### config.mk
export PLATFORM = sky130hd
export DESIGN_NAME = pc_sequencer_flat
export DESIGN_NICKNAME = d
export VERILOG_FILES = /design/src/rtl/pc_sequencer_if.sv /design/src/rtl/pc_sequencer.sv /design/src/flat_wrapper.sv
export SDC_FILE = /design/constraint.sdc
export NUM_CORES = 1
export LEC_CHECK = 0
export ABC_AREA = 1
export BUFFER_PORTS_ARGS = -buffer_cell sky130_fd_sc_hd__buf_2
export CORE_MARGIN = 10
export CORE_UTILIZATION = 30
export CTS_BUF_LIST = sky130_fd_sc_hd__clkbuf_8
export DETAILED_ROUTE_END_ITERATION = 7
export GPL_ROUTABILITY_DRIVEN = 0
export PLACE_DENSITY = 0.61
export SETUP_SLACK_MARGIN = 0.05
export SLEW_MARGIN = 20
export SYNTH_ARGS = -nofsm -noshare
export SYNTH_HDL_FRONTEND = slang
export SYNTH_SLANG_ARGS = --single-unit
### constraint.sdc
create_clock -name clk -period 3.2 [get_ports clk]
set_clock_uncertainty 0.05 [all_clocks]
set_input_delay 0.96 -clock clk [delete_from_list [all_inputs] [get_ports clk]]
set_output_delay 0.96 -clock clk [all_outputs]
set_load 0.01 [all_outputs]
### src/rtl/pc_sequencer_if.sv
// pc_sequencer_if: request/response bundle between a core front end and pc_sequencer.
// Ports (signals):
//   stall, br_take, jmp, jmp_reg  - control requests into the sequencer
//   imm, tgt, reg_addr            - target operands (word offsets / absolute address)
//   pc, pc_plus4                  - current fetch address and its sequential successor
//   redirect, addr_err            - registered status pulses
// Modports: master drives requests, slave (the sequencer) drives pc/status.
interface pc_sequencer_if #(
    parameter int ADDR_W = 32,
    parameter int IMM_W  = 16,
    parameter int TGT_W  = 26
);
    logic              stall;
    logic              br_take;
    logic              jmp;
    logic              jmp_reg;
    logic [IMM_W-1:0]  imm;
    logic [TGT_W-1:0]  tgt;
    logic [ADDR_W-1:0] reg_addr;
    logic [ADDR_W-1:0] pc;
    logic [ADDR_W-1:0] pc_plus4;
    logic              redirect;
    logic              addr_err;
    modport master (
        output stall, br_take, jmp, jmp_reg, imm, tgt, reg_addr,
        input  pc, pc_plus4, redirect, addr_err
    );
    modport slave (
        input  stall, br_take, jmp, jmp_reg, imm, tgt, reg_addr,
        output pc, pc_plus4, redirect, addr_err
    );
endinterface

### src/rtl/pc_sequencer.sv
// pc_sequencer: program counter with branch/jump/register-jump redirection and a one-entry pending target.
// Ports:
//   clk  - rising-edge clock
//   rst  - synchronous active-high reset (pc <= RESET_VEC, pending dropped)
//   bus  - pc_sequencer_if.slave: requests in, pc/pc_plus4/redirect/addr_err out
// Optional feature: define PC_SEQUENCER_DELAY_SLOT_EN to execute one delay-slot
// instruction (pc+4) before every taken redirect.
module pc_sequencer #(
    parameter int                ADDR_W    = 32,
    parameter int                IMM_W     = 16,
    parameter int                TGT_W     = 26,
    parameter logic [ADDR_W-1:0] RESET_VEC = '0
) (
    input logic             clk,
    input logic             rst,
    pc_sequencer_if.slave   bus
);
`ifdef PC_SEQUENCER_DELAY_SLOT_EN
    // S_PEND: target held, delay slot not yet executed; S_SLOT: slot done, target due
    typedef enum logic [1:0] {S_IDLE, S_PEND, S_SLOT} state_t;
`else
    typedef enum logic {S_IDLE, S_PEND} state_t;
`endif
    state_t            r_state, w_next_state;
    logic [ADDR_W-1:0] r_pc, r_tgt;
    logic              r_redirect, r_addr_err;
    logic [ADDR_W-1:0] w_pc_plus4, w_imm_ext, w_br_tgt, w_jmp_tgt, w_reg_tgt, w_req_tgt;
    logic [ADDR_W-1:0] w_next_pc, w_next_tgt;
    logic              w_req, w_has, w_redirect, w_addr_err;
    assign w_pc_plus4 = r_pc + ADDR_W'(4);
    assign w_imm_ext  = ADDR_W'($signed(bus.imm));
    assign w_br_tgt   = w_pc_plus4 + (w_imm_ext << 2);
    assign w_jmp_tgt  = {w_pc_plus4[ADDR_W-1:TGT_W+2], bus.tgt, 2'b00};
    assign w_reg_tgt  = {bus.reg_addr[ADDR_W-1:2], 2'b00};
    assign w_req      = bus.jmp_reg | bus.jmp | bus.br_take;
    assign w_req_tgt  = bus.jmp_reg ? w_reg_tgt : bus.jmp ? w_jmp_tgt : w_br_tgt;
    // addr_err reports on sampling, independent of stall
    assign w_addr_err = bus.jmp_reg && (bus.reg_addr[1:0] != 2'b00);
    // newest request always replaces the held target
    assign w_next_tgt = w_req ? w_req_tgt : r_tgt;
    assign w_has      = w_req || (r_state != S_IDLE);
    always_comb begin
        w_next_state = r_state;
        w_next_pc    = r_pc;
        w_redirect   = 1'b0;
`ifdef PC_SEQUENCER_DELAY_SLOT_EN
        if (!bus.stall) begin
            w_next_pc = w_pc_plus4;
            if (r_state == S_SLOT) begin
                w_next_pc    = w_next_tgt;
                w_redirect   = 1'b1;
                w_next_state = S_IDLE;
            end else if (w_has) begin
                w_next_state = S_SLOT;
            end
        end else if (r_state == S_IDLE && w_req) begin
            w_next_state = S_PEND;
        end
`else
        if (!bus.stall) begin
            w_next_pc    = w_has ? w_next_tgt : w_pc_plus4;
            w_redirect   = w_has;
            w_next_state = S_IDLE;
        end else if (w_req) begin
            w_next_state = S_PEND;
        end
`endif
    end
    always_ff @(posedge clk) begin
        if (rst) begin
            r_state    <= S_IDLE;
            r_pc       <= RESET_VEC;
            r_tgt      <= '0;
            r_redirect <= 1'b0;
            r_addr_err <= 1'b0;
        end else begin
            r_state    <= w_next_state;
            r_pc       <= w_next_pc;
            r_tgt      <= w_next_tgt;
            r_redirect <= w_redirect;
            r_addr_err <= w_addr_err;
        end
    end
    assign bus.pc       = r_pc;
    assign bus.pc_plus4 = w_pc_plus4;
    assign bus.redirect = r_redirect;
    assign bus.addr_err = r_addr_err;
endmodule

### src/flat_wrapper.sv
// flat-port wrapper written by rule: the top's interface ports become plain ports
module pc_sequencer_flat 
#(
    parameter int                ADDR_W    = 32,
    parameter int                IMM_W     = 16,
    parameter int                TGT_W     = 26,
    parameter logic [ADDR_W-1:0] RESET_VEC = '0
)
  (clk, rst, bus_stall, bus_br_take, bus_jmp, bus_jmp_reg, bus_imm, bus_tgt, bus_reg_addr, bus_pc, bus_pc_plus4, bus_redirect, bus_addr_err);
  pc_sequencer_if #(.ADDR_W(ADDR_W), .IMM_W(IMM_W), .TGT_W(TGT_W)) bus_i ();
  input logic clk;
  input logic rst;
  input wire logic [$bits(bus_i.stall)-1:0] bus_stall;
  input wire logic [$bits(bus_i.br_take)-1:0] bus_br_take;
  input wire logic [$bits(bus_i.jmp)-1:0] bus_jmp;
  input wire logic [$bits(bus_i.jmp_reg)-1:0] bus_jmp_reg;
  input wire logic [$bits(bus_i.imm)-1:0] bus_imm;
  input wire logic [$bits(bus_i.tgt)-1:0] bus_tgt;
  input wire logic [$bits(bus_i.reg_addr)-1:0] bus_reg_addr;
  output wire logic [$bits(bus_i.pc)-1:0] bus_pc;
  output wire logic [$bits(bus_i.pc_plus4)-1:0] bus_pc_plus4;
  output wire logic [$bits(bus_i.redirect)-1:0] bus_redirect;
  output wire logic [$bits(bus_i.addr_err)-1:0] bus_addr_err;
  assign bus_i.stall = bus_stall;
  assign bus_i.br_take = bus_br_take;
  assign bus_i.jmp = bus_jmp;
  assign bus_i.jmp_reg = bus_jmp_reg;
  assign bus_i.imm = bus_imm;
  assign bus_i.tgt = bus_tgt;
  assign bus_i.reg_addr = bus_reg_addr;
  assign bus_pc = bus_i.pc;
  assign bus_pc_plus4 = bus_i.pc_plus4;
  assign bus_redirect = bus_i.redirect;
  assign bus_addr_err = bus_i.addr_err;
  pc_sequencer #(.ADDR_W(ADDR_W), .IMM_W(IMM_W), .TGT_W(TGT_W), .RESET_VEC(RESET_VEC)) u_core (.clk(clk), .rst(rst), .bus(bus_i));
endmodule
; After elaboration in Yosys (flattened, before gate mapping)
; Index checks and enable logic that the tools add are counted.
[word_totals]
wordCells = 19
ff_bits = 67
out_inout_bits = 66
input_bits = 80
[op_classes]
bitwise = 3
reduce_logical = 5
n_mux = 4
n_addsub = 2
[ops]
columns = op, count
row1 = two-way mux 32 bit, 4
row2 = adder 32 x 3 -> 32 bit (second input constant), 1
row3 = adder 32 bit, 1
row4 = OR reduction 2 bit, 2
row5 = OR 1 bit, 2
row6 = nonzero test 2 bit, 1
row7 = logical AND 1 bit, 1
row8 = logical OR 1 bit, 1
row9 = inverter 1 bit, 1

; Logic depth before layout (Yosys ltp)
[logic_depth]
ltp_word = 6
ltp_mapped = 26
mapped_depth_nobuf = 26

; Least setup slack after synthesis
; No wires, ideal clock.
[synth_timing]
path_type = reg-to-reg
from = register u_core.r_pc[2] (netlist: u_core.bus.pc[2])
to = register u_core.r_pc[26] (netlist: u_core.bus.pc[26])
setup_ns = 0.112
arrival_ns = 3.050
n_path_buf = 0
required_time_ns = 3.038
stages_incl_launch_ff = 23
synth_period_minus_slack_ns = 3.212
path_slack_ns = -0.012
path_cell_list = dfxtp_1 ha_1 nand2_1 nor3_2 nand3_2 nor2_2 nand4_1 or2_0 nand2_1 inv_1 ha_1 nand2_1 nor2_1 nor3b_1 nand3_1 nand3_1 nand2_1 nand3_1 nand3_1 nand2_1 nand2_1 nand2_1 nand2_1
[synth_via]
elab_chain_len = 6
[synth_lines]
columns = item, line
row1 = from (decl), pc_sequencer.sv:25  ; logic [ADDR_W-1:0] r_pc, r_tgt;
row2 = from (signal assigned), pc_sequencer.sv:78  ; r_pc <= w_next_pc;
row3 = adder 32 x 3 -> 32 bit, pc_sequencer.sv:30  ; assign w_pc_plus4 = r_pc + ADDR_W'(4);
row4 = net bus_pc_plus4[24], flat_wrapper.sv:21  ; output wire logic [$bits(bus_i.pc_plus4)-1:0] bus_pc_plus4;
row5 = adder 32 bit, pc_sequencer.sv:32  ; assign w_br_tgt = w_pc_plus4 + (w_imm_ext << 2);
row6 = two-way mux 32 bit (2 in series), pc_sequencer.sv:36  ; assign w_req_tgt = bus.jmp_reg ? w_reg_tgt : bus.jmp ? w_jmp_tgt : w_br_tgt;
row7 = two-way mux 32 bit, pc_sequencer.sv:40  ; assign w_next_tgt = w_req ? w_req_tgt : r_tgt;
row8 = two-way mux 32 bit, pc_sequencer.sv:61  ; w_next_pc = w_has ? w_next_tgt : w_pc_plus4;
; The timed path passes the listed nets, and every way through them passes these cells.
; A chain may end at the register's enable or synchronous reset.

; Worst setup path after layout
[layout_timing]
from = register u_core.r_pc[3] (netlist: u_core.bus.pc[3])
to = output bus_pc_plus4[25]
[layout_via]
elab_chain_len = 1
[layout_lines]
columns = item, line
row1 = adder 32 x 3 -> 32 bit, pc_sequencer.sv:30
row2 = to (decl), flat_wrapper.sv:21
; Every way passes these cells.

==> impl_metrics.csv <==
group,metric,value,unit
run_status,outcome,"finished with violations",
run_status,violations,"negative setup slack",
setup_path,cpLargestDelayFamily,"simple AND/OR/NAND/NOR gates",
setup_path,worst_path_max_delay_cell,"dfxtp_2",
placement,place_area,0.007660,mm2
clocking,clock-sinks,67,
die,coreArea,0.01946,mm2
placement,io_buffers,145,
yosys,ys_warn_count,0,
sta,rsz0062_at_grt,"yes",
setup_path,max_stage_delay,0.34,ns
placement,dp_hpwl,20.23,mm
grt,grt_pass1_vias,6926,
sta,max_freq,0.3020,GHz
setup_path,crit_chain,"buf_6 -> nand2_4 -> nor2_4 -> nand2_2 -> nor2_4 -> buf_6 -> and3_4 -> nand4_1 -> xor2_2 -> inv_2 -> buf_6 -> buf_6",
clocking,clockBufferDepth,2,
yosys,yosysMostFrequentCell,"nand2_1",
yosys,synth_top_area_share,22.57,%
sta,slew_viol_final,0,
detailed_routing,first_pass_iters,5,
sta,timing.final.crit_share,103.5,%
power,cellLeakagePower,4.691,nW
finish,drive_gt1_share,40.76,%
sta,max_slew_margin,54.80,%
detailed_routing,route.detailed.drc,0,
yosys,synth_common_cells,"324 x nand2_1, 117 x inv_1, 104 x nor2_1",
clocking,numCtsBuffers,9,
yosys,synth_top_flop_cell,"dfxtp_1",
placement,dp_cells,1476,
finish,finalNetCount,1357,
die,die_w,160.7,um
yosys,synth_seq_cells,67,
finish,final_cells,1509,
clocking,htreeDepth,3,
grt,antenna_found_initial,0,
finish,design_area,0.009081,mm2
detailed_routing,ant_nets,0,
detailed_routing,wl,26.02,mm
finish,diodes,0,
finish,area_growth,52.83,%
grt,grt_pass1_wl,37.58,mm
setup_path,cp_max_fo,3,
setup_path,cp-start-kind,"register",
clocking,cts-root-buf,"clkbuf_8",
grt,gr-total-overflow,0,
die,io_pins,146,
setup_path,crit_type,"reg -> out",
power,peakVddDrop,0.1913,mV
setup_path,cp.required,2.19,ns
detailed_routing,dr_total_vias,7357,
sta,finalSetupViolations,7,
power,power_density,341.3,mW/mm2
sta,finalSetupTns,-0.3833,ns
die,die-area,0.02584,mm2
die,initial_core_util,30.53,%
yosys,synth_area,0.005942,mm2
yosys,synth_cell_types,42,
grt,grt.total_usage,18.23,%
hold_path,hold_class,"reg -> reg",
die,std_cell_rows,51,
yosys,syn-num-nets,1107,
finish,n_fill_cell,1984,
sta,hold_viol,0,
power,p_total,3.099,mW
sta,min_period,3.312,ns
yosys,synth_top_cell_by_area,"dfxtp_1",
clocking,clkTransAtPathRegs,0.07,ns
yosys,synth_edf_count,0,
setup_path,arrival,2.30,ns
yosys,avgSynthCellArea,6.002,um2
detailed_routing,drt_iter0_markers,542,
detailed_routing,wl_per_cell,17.24,um
yosys,async_flop_share,0,%
yosys,yosysSeqAreaShare,22.57,%
detailed_routing,viasPerCell,4.875,
job,cap_violations,0,
clocking,cts_tree,"yes",
sta,fin_ws,-0.1118,ns
setup_path,path_buf_inv,5,
sta,worstMarginPinSlew,0.6780,ns
yosys,synthCells,990,
clocking,clock_latency,0.36,ns
setup_path,cp-end-kind,"output port",
setup_path,cpMostUsedCell,"buf_6",
grt,grt_max_degree,40,
die,die_h,160.7,um
yosys,yosys-top-cells-area,"dfxtp_1 23%, nand2_1 20%, ha_1 7.6%",
==> state kept, by name, indices dropped and copies added, names as in the netlist <==
signal               count
u_core.bus.addr_err      1
u_core.bus.pc           32
u_core.bus.redirect      1
u_core.r_state           1
u_core.r_tgt            32
==> path summary, 6_finish.rpt <==
path	from	to	slack (ns)	cells past startpoint
setup / recovery	u_core.bus.pc[3]$_SDFFE_PP0N_	bus_pc_plus4[25]	-0.11	12
hold reg to reg	u_core.r_tgt[2]$_SDFF_PP0_	u_core.r_tgt[2]$_SDFF_PP0_	0.43	2
setup reg to reg	u_core.bus.pc[3]$_SDFFE_PP0N_	u_core.bus.pc[27]$_SDFFE_PP0N_	-0.10	22
hold / removal	u_core.r_tgt[2]$_SDFF_PP0_	u_core.r_tgt[2]$_SDFF_PP0_	0.43	2
==> final cells by class <==
cell class              count  area, um2  area share (%)
clock buffers              11      151.4           1.667
clock inverters             4      42.54          0.4684
inverters                 122      457.9           5.043
multi-input cells         773       5017           55.25
flip-flops and latches     67       1356           14.94
well taps                 265      331.6           3.651
repair buffers            267       1724           18.99
==> per-layer routing <==
metal | GRT usage [%] | wire length, um | vias to the layer above
met4 | 6.079 | 840 | 0
met3 | 3.553 | 1381 | 52
met2 | 29.75 | 12100 | 222
met5 | 0 | 0 | -
li1 | - | - | 3672
met1 | 23.53 | 11700 | 3411
==> worst register-to-register path, cell delays in order, from the launching register on <==
cell     delay, ns
dfxtp_2       0.34
buf_6         0.11
nand2_4       0.05
nor2_4        0.12
nand2_2       0.08
nor2_4        0.16
buf_6         0.13
and3_4        0.17
nand4_1       0.18
xor2_2        0.25
inv_2         0.13
ha_4          0.30
nand4_1       0.17
nor3_4        0.25
nand3_2       0.16
nand3_2       0.10
nand2_1       0.06
nand3_2       0.08
nand2_2       0.05
nand2_2       0.08
nand2_1       0.05
nand2_1       0.09
nand2_1       0.06
==> per-stage QoR <==
step / hold slack [ns] / utilization, % / setup slack, ns
6_report: 0.4269 / 46.66 / -0.1118
5_1_grt: 0.4700 / 46.66 / -0.2979
4_1_cts: 0.4306 / 41.33 / 0.009101
3_5_place_dp: 0.4195 / 39.36 / -0.2546
3_3_place_gp: 0.4115 / 39.36 / -0.1792
2_1_floorplan: 0.3964 / - / 0.09012
==> power by group <==
| part | leakage [nW] | total, mW | switching [mW] | internal, mW |
|---|---|---|---|---|
| Combinational | 4.02 | 1.42 | 0.820 | 0.595 |
| Clock | 0.108 | 0.720 | 0.328 | 0.392 |
| Sequential | 0.558 | 0.964 | 0.0553 | 0.909 |
==> cell usage in the layout (no fill, tap or decap), types with 21 or more instances in the layout <==
cell     Yosys  layout
o21ai_0     41      29
nor2_1     104      74
nand2_1    324     278
buf_2       13     141
inv_2        4      21
buf_4        2     109
dfxtp_1     67      57
ha_4         0      21
a21oi_1     62      47
inv_1      117     102
nand3_1     56      43
nand2_2      5      44
==> timing repair <==
action                                  CTS  global route
gates resized for setup                  41           213
endpoints found under the hold margin     0             0
setup buffers                             2            16
hold buffers                              0             0
pin swaps                                 8            69
endpoints found under the setup margin   34            52
==> kinds of logic after synthesis <==
kind of cell / share of synthesized area (%)
AOI/OAI and AO/OA: 14.26
xor gates and xnor gates: 4.864
adders and majority gates: 7.917
buffers and inverters: 9.876
DFF: 22.57
and+or+nand+nor: 40.51
(Power assumes the default switching activity.)
